<file path="src/rtl/multi_polynomial_finder.sv">
// rtl/multi_polynomial_finder.sv - finds which LFSR polynomial and iteration count link two decoded lighthouse words
// Optional feature: define POLY_FINDER_AMBIGUITY_EN to flag simultaneous multi-polynomial matches.
module multi_polynomial_finder #(
  parameter int NUM_POLY    = 2,
  parameter int LFSR_WIDTH  = 17,
  parameter int TS_WIDTH    = 24,
  parameter int ITER_WIDTH  = 17,
  parameter int TICK_SHIFT  = 4,
  parameter int ITER_WINDOW = 2,
  parameter logic [NUM_POLY*LFSR_WIDTH-1:0] POLY_TABLE = {17'h17e04, 17'h1d258}
) (
  input  logic                                          clk_96MHz,
  input  logic                                          reset,
  input  logic                                          start,
  input  logic [TS_WIDTH-1:0]                           ts_last_data,
  input  logic [TS_WIDTH-1:0]                           ts_last_data1,
  input  logic [LFSR_WIDTH-1:0]                         decoded_data,
  input  logic [LFSR_WIDTH-1:0]                         decoded_data1,
  output logic                                          ready,
  output logic                                          done,
  output logic                                          found,
  output logic [((NUM_POLY > 1) ? $clog2(NUM_POLY) : 1)-1:0] poly_index,
  output logic [LFSR_WIDTH-1:0]                         polynomial,
  output logic [ITER_WIDTH-1:0]                         iteration_number,
  output logic                                          ambiguous
);

  localparam int IDX_W = (NUM_POLY > 1) ? $clog2(NUM_POLY) : 1;
  // Wide enough for the un-truncated estimate and the saturation test on hi.
  localparam int CW = ((TS_WIDTH > ITER_WIDTH) ? TS_WIDTH : ITER_WIDTH) + 1;
  localparam logic [CW-1:0] ITER_MAX = {{(CW-ITER_WIDTH){1'b0}}, {ITER_WIDTH{1'b1}}};

  typedef enum logic [1:0] {S_IDLE, S_ESTIMATE, S_RUN, S_DONE} state_t;

  state_t state_q, state_d;

  logic [TS_WIDTH-1:0]   ts0_q, ts1_q;
  logic [LFSR_WIDTH-1:0] seed_q, target_q;
  logic [LFSR_WIDTH-1:0] chan_q [NUM_POLY];
  logic [ITER_WIDTH-1:0] iter_q, hi_q;
  logic [CW-1:0]         lo_q;

  logic [TS_WIDTH-1:0]   delta;
  logic [CW-1:0]         est, hi_raw, hi_d, lo_d;
  logic [NUM_POLY-1:0]   match;
  logic                  in_window, degenerate;
  logic [IDX_W-1:0]      low_idx;
  logic [LFSR_WIDTH-1:0] low_poly;
  logic                  cap_en, load_en, step_en, take_en;

  function automatic logic [LFSR_WIDTH-1:0] lfsr_step(input logic [LFSR_WIDTH-1:0] v,
                                                      input logic [LFSR_WIDTH-1:0] p);
    return {v[LFSR_WIDTH-2:0], ^(v & p)};
  endfunction

  // Unsigned subtraction absorbs a timestamp rollover between the two words.
  always_comb begin
    delta      = ts1_q - ts0_q;
    est        = CW'(delta >> TICK_SHIFT);
    hi_raw     = est + CW'(ITER_WINDOW);
    hi_d       = (hi_raw > ITER_MAX) ? ITER_MAX : hi_raw;
    lo_d       = (est < CW'(ITER_WINDOW)) ? '0 : est - CW'(ITER_WINDOW);
    degenerate = (seed_q == target_q) || (ts0_q == ts1_q);
    in_window  = (CW'(iter_q) >= lo_q) && (iter_q <= hi_q);
  end

  always_comb begin
    match    = '0;
    low_idx  = '0;
    low_poly = '0;
    for (int i = 0; i < NUM_POLY; i++) match[i] = (chan_q[i] == target_q);
    for (int i = NUM_POLY - 1; i >= 0; i--) begin
      if (match[i]) begin
        low_idx  = IDX_W'(i);
        low_poly = POLY_TABLE[i*LFSR_WIDTH +: LFSR_WIDTH];
      end
    end
  end

  always_comb begin
    state_d = state_q;
    ready   = 1'b0;
    done    = 1'b0;
    cap_en  = 1'b0;
    load_en = 1'b0;
    step_en = 1'b0;
    take_en = 1'b0;
    case (state_q)
      S_IDLE: begin
        ready = 1'b1;
        if (start) begin
          cap_en  = 1'b1;
          state_d = S_ESTIMATE;
        end
      end
      S_ESTIMATE: begin
        if (degenerate) begin
          state_d = S_DONE;
        end else begin
          load_en = 1'b1;
          state_d = S_RUN;
        end
      end
      S_RUN: begin
        if (in_window && (|match)) begin
          take_en = 1'b1;
          state_d = S_DONE;
        end else if (iter_q == hi_q) begin
          state_d = S_DONE;
        end else begin
          step_en = 1'b1;
        end
      end
      S_DONE: begin
        done    = 1'b1;
        state_d = S_IDLE;
      end
      default: state_d = S_IDLE;
    endcase
  end

  always_ff @(posedge clk_96MHz) begin
    if (reset) begin
      state_q          <= S_IDLE;
      ts0_q            <= '0;
      ts1_q            <= '0;
      seed_q           <= '0;
      target_q         <= '0;
      iter_q           <= '0;
      hi_q             <= '0;
      lo_q             <= '0;
      found            <= 1'b0;
      poly_index       <= '0;
      polynomial       <= '0;
      iteration_number <= '0;
      for (int i = 0; i < NUM_POLY; i++) chan_q[i] <= '0;
    end else begin
      state_q <= state_d;
      if (cap_en) begin
        ts0_q            <= ts_last_data;
        ts1_q            <= ts_last_data1;
        seed_q           <= decoded_data;
        target_q         <= decoded_data1;
        found            <= 1'b0;
        poly_index       <= '0;
        polynomial       <= '0;
        iteration_number <= '0;
      end
      if (load_en) begin
        iter_q <= '0;
        lo_q   <= lo_d;
        hi_q   <= hi_d[ITER_WIDTH-1:0];
      end else if (step_en) begin
        iter_q <= iter_q + 1'b1;
      end
      for (int i = 0; i < NUM_POLY; i++) begin
        if (load_en)
          chan_q[i] <= seed_q;
        else if (step_en)
          chan_q[i] <= lfsr_step(chan_q[i], POLY_TABLE[i*LFSR_WIDTH +: LFSR_WIDTH]);
      end
      if (take_en) begin
        found            <= 1'b1;
        poly_index       <= low_idx;
        polynomial       <= low_poly;
        iteration_number <= iter_q;
      end
    end
  end

`ifdef POLY_FINDER_AMBIGUITY_EN
  // Clearing the lowest set bit leaves a residue only when two or more channels hit.
  logic multi_hit;
  logic ambiguous_q;
  assign multi_hit = |(match & (match - NUM_POLY'(1)));

  always_ff @(posedge clk_96MHz) begin
    if (reset)
      ambiguous_q <= 1'b0;
    else if (cap_en)
      ambiguous_q <= 1'b0;
    else if (take_en)
      ambiguous_q <= multi_hit;
  end

  assign ambiguous = ambiguous_q;
`else
  assign ambiguous = 1'b0;
`endif

endmodule

</file>
<file path="config.mk">
export PLATFORM = sky130hd
export DESIGN_NAME = multi_polynomial_finder
export DESIGN_NICKNAME = d
export VERILOG_FILES = /design/src/rtl/multi_polynomial_finder.sv
export SDC_FILE = /design/constraint.sdc
export NUM_CORES = 1
export LEC_CHECK = 0
export CAP_MARGIN = 20
export CORE_MARGIN = 4
export CORE_UTILIZATION = 55
export CTS_BUF_LIST = sky130_fd_sc_hd__clkbuf_16
export CTS_CLUSTER_SIZE = 12
export DETAILED_ROUTE_END_ITERATION = 8
export GPL_ROUTABILITY_DRIVEN = 0
export PLACE_DENSITY = 0.78
export SYNTH_ARGS = -nofsm -noshare
export SYNTH_HDL_FRONTEND = slang
export SYNTH_SLANG_ARGS = --single-unit
</file>
<file path="constraint.sdc">
create_clock -name clk_96MHz -period 3.9 [get_ports clk_96MHz]
set_clock_uncertainty 0.1 [all_clocks]
set_input_delay 1.17 -clock clk_96MHz [delete_from_list [all_inputs] [get_ports clk_96MHz]]
set_output_delay 1.17 -clock clk_96MHz [all_outputs]
set_load 0.01 [all_outputs]
</file>
Word level (Yosys, flattened, before mapping)
Memory sizes are Yosys's and may differ from the RTL's.
Index checks and enable logic that the tools add are counted.
Widths: inputs -> output; s select.
{ "totals": {"register_bits": 179, "ram_bits": 34, "output_inout_bits": 39, "n_memories": 1, "word_cells": 86, "in_bits": 85} }
{ "mem_list": {"columns": ["memory", "words", "width", "rd", "rd_clocked_by_memory_dff", "write_ports", "line_no", "rtl"], "rows": [
  ["chan_q", 2, 17, 2, 0, 2, "39", "logic [LFSR_WIDTH-1:0] chan_q [NUM_POLY];"]
]} }
{ "op_classes": {"mux": 41, "bitwise_logic": 4, "reduce_logical": 10, "magnitude_cmp": 4, "add_sub_neg": 4, "eq_ne": 10} }
{ "op_table": {"columns": ["cell", "n"], "rows": [
  ["$mux 17", 10],
  ["$eq 17x17->1", 4],
  ["$reduce_xor 17->1", 2],
  ["$mux 1", 26],
  ["$ge 17x25->1", 1],
  ["$mux 25", 1],
  ["$eq 24x24->1", 1],
  ["$sub 24x24->24", 1],
  ["$add 20x2->21 const B", 1],
  ["$gt 21x17->1 const B", 1],
  ["$sub 20x2->21 const B", 1],
  ["$lt 20x2->1 const B", 1],
  ["$add 17x1->17 const B", 1],
  ["$le 17x17->1", 1],
  ["$pmux 2 s4", 1],
  ["$mux 2", 3],
  ["$eq 2x2->1 const B", 2],
  ["$or 1x1->1", 4],
  ["$reduce_or 2->1", 2],
  ["$ne 3x3->1 const B", 1],
  ["$eq 2x1->1 const B", 1],
  ["$logic_and 1x1->1", 2],
  ["$logic_not 2->1", 1],
  ["$ne 2x2->1 const B", 1],
  ["other kinds (3)", 3]
]} }

Depth between registers and ports, before layout
An unclocked memory read counts as a cell.
{ "logic_depth": {"depth_word": 11, "depth_mapped": 16, "mapped_depth_nobuf": 15} }

Worst setup path before layout
Ideal clock, no wire load.
{ "synth_timing": {"path_kind": "flip-flop to flip-flop", "startpoint": "register ts0_q[7]", "endpoint": "register hi_q[10]", "period_less_slack_ns": 3.512, "path_buffers": 2, "setup_slack_ns": 0.388, "arrival_ns": 3.265, "required_time_ns": 3.653, "setup_ns": 0.147, "stages_incl_launch_ff": 16, "cell_sequence": "dfxtp_1 inv_1 ha_1 buf_2 a21o_1 a211oi_1 nand3_1 a221o_1 a31oi_1 nand4_1 nor4_1 mux2i_1 nand4_1 nor2_2 buf_6 a221oi_2"} }
{ "synth_via": {"elab_chain_cells": 4, "elab_cells_between_ends": 8, "classes_between": "2 x add/sub; 1 x order compare; 1 x eq/ne; 3 x mux; 1 x reduce/logical"} }
{ "synth_lines": {"columns": ["item", "line_no", "rtl"], "rows": [
  ["from (decl)", "37", "logic [TS_WIDTH-1:0] ts0_q, ts1_q;"],
  ["from (signal assigned)", "140", "ts0_q <= ts_last_data;"],
  ["$sub 24x24->24 or $eq 24x24->1 (tied branches)", "58, 63", null],
  ["$add 20x2->21 or $logic_or 1x1->1 (tied branches)", "60, 63", null],
  ["$gt 21x17->1 or $mux 1 (tied branches)", "61, 97", null],
  ["$mux 17 or $mux 1 (tied branches)", "61, 88", null],
  ["to (signal assigned)", "152", "hi_q <= hi_d[ITER_WIDTH-1:0];"],
  ["to (decl)", "40", "logic [ITER_WIDTH-1:0] iter_q, hi_q;"]
]} }
Several ways; a longest one is shown, not always the timed one.
A chain may end at the register's enable or synchronous reset.

Worst setup path in the final report
{ "layout_timing": {"startpoint": "register ts0_q[3]", "endpoint": "register hi_q[15]"} }
The elaborated chain is that of the path after synthesis.

==> out/results.ini <==
[clock_network]
clk_pin_slew_ps = 80
clk_latency_ps = 450
cts.sinks = 194
holdBufCountCts = 0
clockBufferDepth = 2
root_buffer = clkbuf_16
cts_buffers = 17
cts_max_level = 4
cts_tree = done

[route]
wl_per_cell_um = 17.01
routed_wl_mm = 29.30
vias = 10180
drc = 0
drt_iter0_markers = 898
drt-pass1-iter-count = 6
routed_via_density = 5.914
postRouteAntennaNets = 0

[min_path]
worstHoldStart = lo_q[18]$_SDFFE_PP0P_
hold_class = register to register
holdPathStages = 2

[yosys]
ys_ff_latch = 194
yosysUniqueCellTypes = 74
synth_commonest_cells = nand2_1, dfxtp_1, a21oi_1
synth_area_leaders = dfxtp_1, edfxtp_1, nand2_1, ha_1, a21oi_1
synth_edf_count = 34
syn_area_um2 = 11240
synth_area_per_cell_um2 = 8.391
syn_inst = 1340
synth_top_cell_by_area = dfxtp_1
dominantRegCellSynth = dfxtp_1
yosysTopAreaCellShare_pct = 28.49
yosysMostFrequentCell = nand2_1
async_flop_share_pct = 0
ys_seq_area_share_pct = 37.57
ys_warn_count = 0

[worst_setup_path]
end_kind = register
critPathKind = register to register
cp-start-kind = register
cp_max_fo = 14
cp-startpoint = ts0_q[3]$_SDFFE_PP0P_
r2r_cells = 14
timing.rr.start = ts0_q[3]$_SDFFE_PP0P_
critPathRequiredTime_ps = 4130
critPathArrivalTime_ps = 4010

[timing]
slew_violations = 0
hold_viol = 0
finalSetupViolations = 0
tightest_slew_ps = 802.3
fmax_mhz = 264.9
fin_ws_ps = 124.4
fin_crit_ps = 3776
min_period_over_period_pct = 96.81
rsz0062_at_grt = false
finalHoldWorstSlack_ps = 353.5
relSlewSlack_pct = 46.51

[final_layout]
syn_to_final_growth_pct = 20.31
final_util_pct = 67.07
fin_cells = 1722
drive_above_1_share_pct = 9.091
fill_cells = 1648
layout.nets = 1589
antenna_cells = 0

[die]
rows = 52
core_um2 = 20170
dieArea_um2 = 22790
io_pins = 124
die_w_um = 151.0
die-height_um = 151.0
initial_core_util_pct = 55.74

[run_status]
outcome = completed

[grt]
grt_antenna_before_repair = 0
grt_pass1_wl_mm = 45.65
grt_use_total_pct = 24.93
grt-ovfl-total = 0
grt_max_degree = 104
grt_pass1_vias = 9069

[pwr]
finalPower_uw = 10460
powerDensity_nw_per_um2 = 773.5
p_leak_uw = 0.005404
peakVddDrop_v = 0.0004706

[run]
drv_cap = 0

[placement]
numPortBuffers = 117
place_inst = 1687
place_ws_ps = -6.184
hpwl_mm = 21.10

critical path, cell delays in order, from the launching register on:
cell	delay, ps
dfxtp_1	330
inv_1	50
ha_1	330
a21oi_1	100
nand3b_1	310
a31o_2	320
o31a_1	370
xnor2_4	190
nand3_2	130
or3_4	410
or3_1	350
nand4_1	150
nor2_2	60
buf_12	160
a221oi_1	300
through the flow:
step / TNS [ps] / cell area (um^2)
finish: 0 / 13530
global route: 0 / 13530
CTS: 0 / 13380
detailed placement: -6.184 / 12750
global placement: 0 / 12750
floorplan: 0 / 11260
path summary, 6_finish.rpt:
check / to / slack, ps
worst min register to register: lo_q[18]$_SDFFE_PP0P_ / 350
worst max register to register: hi_q[15]$_SDFFE_PP0P_ / 120
worst max-delay path: hi_q[15]$_SDFFE_PP0P_ / 120
worst min-delay path: lo_q[18]$_SDFFE_PP0P_ / 350
report_power, final:
part	switching, uW	internal (uW)
combinational	3390	2330
clock	896	928
sequential	362	2560
sequential cells by signal, summed over array words and instances (netlist names):
| name | count |
|---|---|
| chan_q | 34 |
| ts0_q | 24 |
| ts1_q | 24 |
| lo_q | 21 |
| hi_q | 17 |
| iter_q | 17 |
| iteration_number | 17 |
| seed_q | 17 |
| target_q | 17 |
| polynomial | 3 |
| state_q | 2 |
| found | 1 |
area by class of cell:
type	instances	area (um^2)	share of cell area, %
clock inverters	15	190.2	1.406
inverters	73	274.0	2.026
repair buffers	161	1569	11.60
well taps	270	337.8	2.497
flip-flops and latches	194	4224	31.23
clock buffers	17	425.4	3.145
multi-input cells	992	6506	48.10
cells in the final DEF (no fill, tap or decap), types with 19 or more instances in the layout:
cell,instances
nand2_1,234
dfxtp_1,160
a21oi_1,140
clkdlybuf4s50_1,116
inv_1,73
ha_1,59
xor2_1,58
nor2_1,52
xnor2_1,51
buf_4,40
a22o_1,34
edfxtp_1,34
nand4_1,31
nand3b_1,23
a21o_1,21
o21ai_0,20
nand3_1,19
what timing repair did:
action                                  CTS  global route
gates cloned                              0             0
resized for setup                         2            28
endpoints found under the setup margin   14            37
setup buffers                             1             1
pin swaps                                 1             2
metal layers:
layer  global-route usage [%]  up-vias  part of all wire, %
met2                    39.79      426                   46
li1                         -     4902                    -
met1                    34.14     4777                   44
met3                    3.860       79                  6.9
met5                        0        -                    0
met4                    9.565        0                  3.4
cells by family (layout without fill, tap and decap cells):
family | Yosys count | after routing | share of synthesized area [%]
simple gates | 473 | 473 | 20.18
xor+xnor | 111 | 111 | 8.814
other cells | 1 | 6 | 0.03335
mux | 6 | 6 | 0.5342
flops | 194 | 194 | 37.57
compound gates | 331 | 331 | 19.62
fa+ha+maj | 65 | 65 | 7.233
buf+inv | 159 | 266 | 6.020
(Power assumes the default switching activity.)
